==> src/rtl/bcd_pkg.sv <==
// Shared BCD digit definitions and helpers used by the BCD counter family.
package bcd_pkg;
    localparam int unsigned BCD_W   = 4;
    localparam logic [3:0]  BCD_MAX = 4'd9;

    typedef logic [BCD_W-1:0] bcd_digit_t;

    // Force any non-decimal nibble to the largest legal digit.
    function automatic bcd_digit_t bcd_clamp(input bcd_digit_t d);
        return (d > BCD_MAX) ? BCD_MAX : d;
    endfunction
endpackage

==> src/rtl/bcd_digit_dec.sv <==
// Single BCD digit decrementer: steps down on borrow_in, 0 rolls to 9 and borrows onward.
module bcd_digit_dec
    import bcd_pkg::*;
(
    input  logic [3:0] digit,
    input  logic       borrow_in,
    output logic [3:0] digit_next,
    output logic       borrow_out
);
    always_comb begin
        digit_next = digit;
        if (borrow_in) begin
            digit_next = (digit == 4'd0) ? BCD_MAX : digit - 4'd1;
        end
    end

    assign borrow_out = borrow_in & (digit == 4'd0);
endmodule

==> src/rtl/bcd_down_counter.sv <==
// Loadable multi-digit BCD down-counter with per-digit borrow enables, zero flag
// and a registered terminal-count pulse.
module bcd_down_counter
    import bcd_pkg::*;
#(
    parameter int unsigned DIGITS = 4,
    parameter bit          WRAP   = 1'b1
) (
    input  logic                  clk,
    input  logic                  reset,
    input  logic                  load,
    input  logic [4*DIGITS-1:0]   din,
    input  logic                  en,
    output logic [4*DIGITS-1:0]   q,
    output logic [DIGITS-1:1]     brw,
    output logic                  zero,
    output logic                  tc
);
    logic [4*DIGITS-1:0] count_q, count_d;
    logic [4*DIGITS-1:0] dec_val, load_val;
    logic [DIGITS:0]     borrow;
    logic                tc_q, tc_d;
    logic                hold_at_zero, dec_en;

    assign zero         = (count_q == '0);
    assign hold_at_zero = (WRAP == 1'b0) && zero;
    assign dec_en       = en & ~load & ~reset & ~hold_at_zero;
    assign borrow[0]    = dec_en;

    for (genvar k = 0; k < DIGITS; k++) begin : g_digit
        bcd_digit_dec u_dec (
            .digit      (count_q[4*k +: 4]),
            .borrow_in  (borrow[k]),
            .digit_next (dec_val[4*k +: 4]),
            .borrow_out (borrow[k+1])
        );
        assign load_val[4*k +: 4] = bcd_clamp(din[4*k +: 4]);
    end

    assign brw = borrow[DIGITS-1:1];

    // A borrow out of the top digit means 0...0 was decremented: the digit chain
    // already yields all nines, which is the wrap result; non-wrapping holds zero.
    always_comb begin
        count_d = dec_val;
        if (borrow[DIGITS] && !WRAP) begin
            count_d = '0;
        end
        tc_d = dec_en & ~zero & (count_d == '0);
    end

    always_ff @(posedge clk) begin
        if (reset) begin
            count_q <= '0;
            tc_q    <= 1'b0;
        end else if (load) begin
            count_q <= load_val;
            tc_q    <= 1'b0;
        end else begin
            count_q <= count_d;
            tc_q    <= tc_d;
        end
    end

    assign q  = count_q;
    assign tc = tc_q;
endmodule
==> config.mk <==
export PLATFORM = sky130hd
export DESIGN_NAME = bcd_down_counter
export DESIGN_NICKNAME = d
export VERILOG_FILES = /design/src/rtl/bcd_pkg.sv /design/src/rtl/bcd_digit_dec.sv /design/src/rtl/bcd_down_counter.sv
export SDC_FILE = /design/constraint.sdc
export NUM_CORES = 1
export LEC_CHECK = 0
export ABC_AREA = 1
export CAP_MARGIN = 25
export CORE_MARGIN = 3
export CORE_UTILIZATION = 48
export CTS_CLUSTER_DIAMETER = 60
export DETAILED_ROUTE_END_ITERATION = 12
export HOLD_SLACK_MARGIN = 0.15
export PLACE_DENSITY_LB_ADDON = 0.12
export SLEW_MARGIN = 25
export SYNTH_ARGS = -nofsm -noshare
export SYNTH_HDL_FRONTEND = slang
export SYNTH_SLANG_ARGS = --single-unit
export TNS_END_PERCENT = 20
==> constraint.sdc <==
create_clock -name clk -period 2.8 [get_ports clk]
set_input_delay 0.28 -clock clk [delete_from_list [all_inputs] [get_ports clk]]
set_output_delay 0.28 -clock clk [all_outputs]
set_load 0.01 [all_outputs]
==> results.tsv <==
metric	value	unit
port_buffers	40	
routed_wl	3150	um
synth_fp_nets	204	
cpLargestDelayFamily	buffers and inverters	
ys_seq_area_frac	0.2950	
overflow	0	
drt_first_iter_violations	37	
maxCapViolCount	0	
drc	0	
tightestPinTransition	0.3371	ns
num-nets-final	246	
die_y	55.03	um
finalPower	0.5906	mW
synth_top_area_frac	0.2950	
cts_tree	done	
cts_max_level	1	
cts_resized	0	
clock_sinks	17	
fp.dieW	55.03	um
n_antenna_cell	0	
ys_seq_elements	17	
vias	1311	
row_count	17	
post-route-period-util	0.8235	
setup_viol	0	
track_usage	0.2264	
critPathBufInv	3	
grt_pass1_wl	4961	um
syn_area_per_cell	6.270	um^2
post_cts_buffers	0	
vias_per_cell	5.182	
cp_num_cells	7	
final.setup_skew	0.007453	ns
synth_edf_count	0	
clockBufferDepth	2	
cts_made_buffers	3	
antenna_found_initial	0	
core	2255	um^2
hold_depth	4	
async_flop_share	0	
synth.area.top_cells	dfxtp_1, nand2_1, inv_1, nand3_1, nor2_1	
max_freq	433.7	MHz
area_growth	39.05	%
grt_pass1_vias	1165	
ir_worst_vdd	0.0003129	V
slew_headroom	0.7744	
post-dp-hpwl	2576	um
cts-root-buf	clkbuf_4	
drv_slew	0	
hp-class	reg -> reg	
crit-reg2reg-launch	q[0]	
power_density	368.2	nW/um^2
utilization	0.7114	
clk_pin_slew	0.10	ns
hold_start	q[11]	
yosys.area.top_type	dfxtp_1	
final_antenna_net_count	0	
yosys_warnings	0	
cp-end-kind	output port	
nFillCells	208	
arrival	2.03	ns
period_minus_slack	2.306	ns
drive_gt1_frac	0.07556	
worstSetupPathType	in -> out	
crit_path_start	load	
crit_fanout	5	
required	2.52	ns
dr.pass1.iters	4	
syn_inst	184	
worstSkewPairLatency	0.29	ns
path_cells	clkdlybuf4s50_1 -> inv_4 -> nand2_1 -> nor2_1 -> nand2_1 -> nor2_4 -> clkdlybuf4s50_1	
syn-cell-area	1154	um^2
cp-start-kind	primary input	
cp_slowest_cell	clkdlybuf4s50_1	
synth_cell_types	26	
start_util	0.5117	
status	completed	
grt_max_degree	19	
io_pins	41	
rsz0062_at_grt	no	
fin_setup_tns	0	ns
leakagePower	0.7252	nW
wl_per_cell	12.45	um
gp_congestion	0.8970	
reg2reg_depth	9	
finalHoldViolations	0	
synth_ff_type	dfxtp_1	
holdBufCountCts	0	
fp.dieArea	3028	um^2
slowest_delay	0.57	ns
-- layout by cell type (no fill, tap or decap), types with 2 or more instances in the layout --
cell / count
o21ai_1: 5
nand2_1: 36
nand2_2: 2
nor3_1: 2
nor2_4: 3
o21ai_0: 8
dfxtp_1: 17
o311ai_0: 2
clkbuf_4: 3
nand2_4: 2
o211ai_1: 2
clkdlybuf4s50_1: 40
inv_1: 29
a21oi_1: 14
buf_4: 3
nand3_1: 21
nor2_1: 24
o31ai_1: 3
-- cells by family (layout without fill, tap and decap cells) --
group,after synthesis,count (layout),synth area share
buffers and inverters,37,78,0.1334
AND/OR/NAND/NOR,93,93,0.3840
flip-flops,17,17,0.2950
XOR/XNOR,2,2,0.01519
AO/OA/AOI/OAI,35,35,0.1725
-- tightest hold or removal path: stages, from the launching register on --
cell,delay [ns]
dfxtp_1,0.33
o21ai_0,0.07
nand2_1,0.05
nand2_1,0.05
inv_1,0.03
-- routing by layer --
metal / track usage / vias to the layer above / routed length (um)
met1: 0.3031 / 593 / 1423
met2: 0.3799 / 41 / 1502
met5: 0 / - / 0
met4: 0.06478 / 0 / 28
met3: 0.02681 / 4 / 196
li1: - / 673 / -
-- flip-flops by register name, summed over array words and instances, names as in the netlist --
signal / cells
tc: 1
q: 16
-- through the flow --
step                      instances  setup slack (ns)  instance area (um^2)  hold WS [ns]
after floorplan                 184             1.448                  1154        0.4133
final                           253            0.4942                  1604        0.5659
after detailed placement        249            0.5151                  1578        0.5479
after global placement          249            0.5459                  1578        0.5369
after CTS                       253            0.5128                  1604        0.5606
after global routing            253            0.3933                  1604        0.6045
-- final cells by class --
class	instances	area, um^2	area share
clock buffer	4	26.28	0.01638
inverter	31	120.1	0.07488
multi-input combinational	130	659.4	0.4111
sequential	17	340.3	0.2122
tap	28	35.03	0.02184
timing repair buffer	43	422.9	0.2637
-- power breakdown --
| part | switching, mW | internal [mW] |
|---|---|---|
| sequential | 0.0148 | 0.256 |
| clock | 0.0771 | 0.0553 |
| combinational | 0.101 | 0.0867 |
-- cell usage after synthesis (2+ instances only) --
library cell and number:
inv_1 29, o21ai_0 8, o21ai_1 5, a21oi_1 14
dfxtp_1 17, nor2_1 24, nor2_4 3, buf_4 3
nor3_1 2, clkbuf_1 2, nand2_2 2, nand2_1 36
o311ai_0 2, o31ai_1 3, nand2_4 2, nand3_1 21
o211ai_1 2
-- path summary, 6_finish.rpt --
path,slack (ns),end
worst min-delay path,0.57,q[11]
worst max-delay path,0.49,brw[3]
worst max register to register,1.22,tc
worst min register to register,0.57,q[11]
No activity file was read; power rests on OpenSTA's default activity.
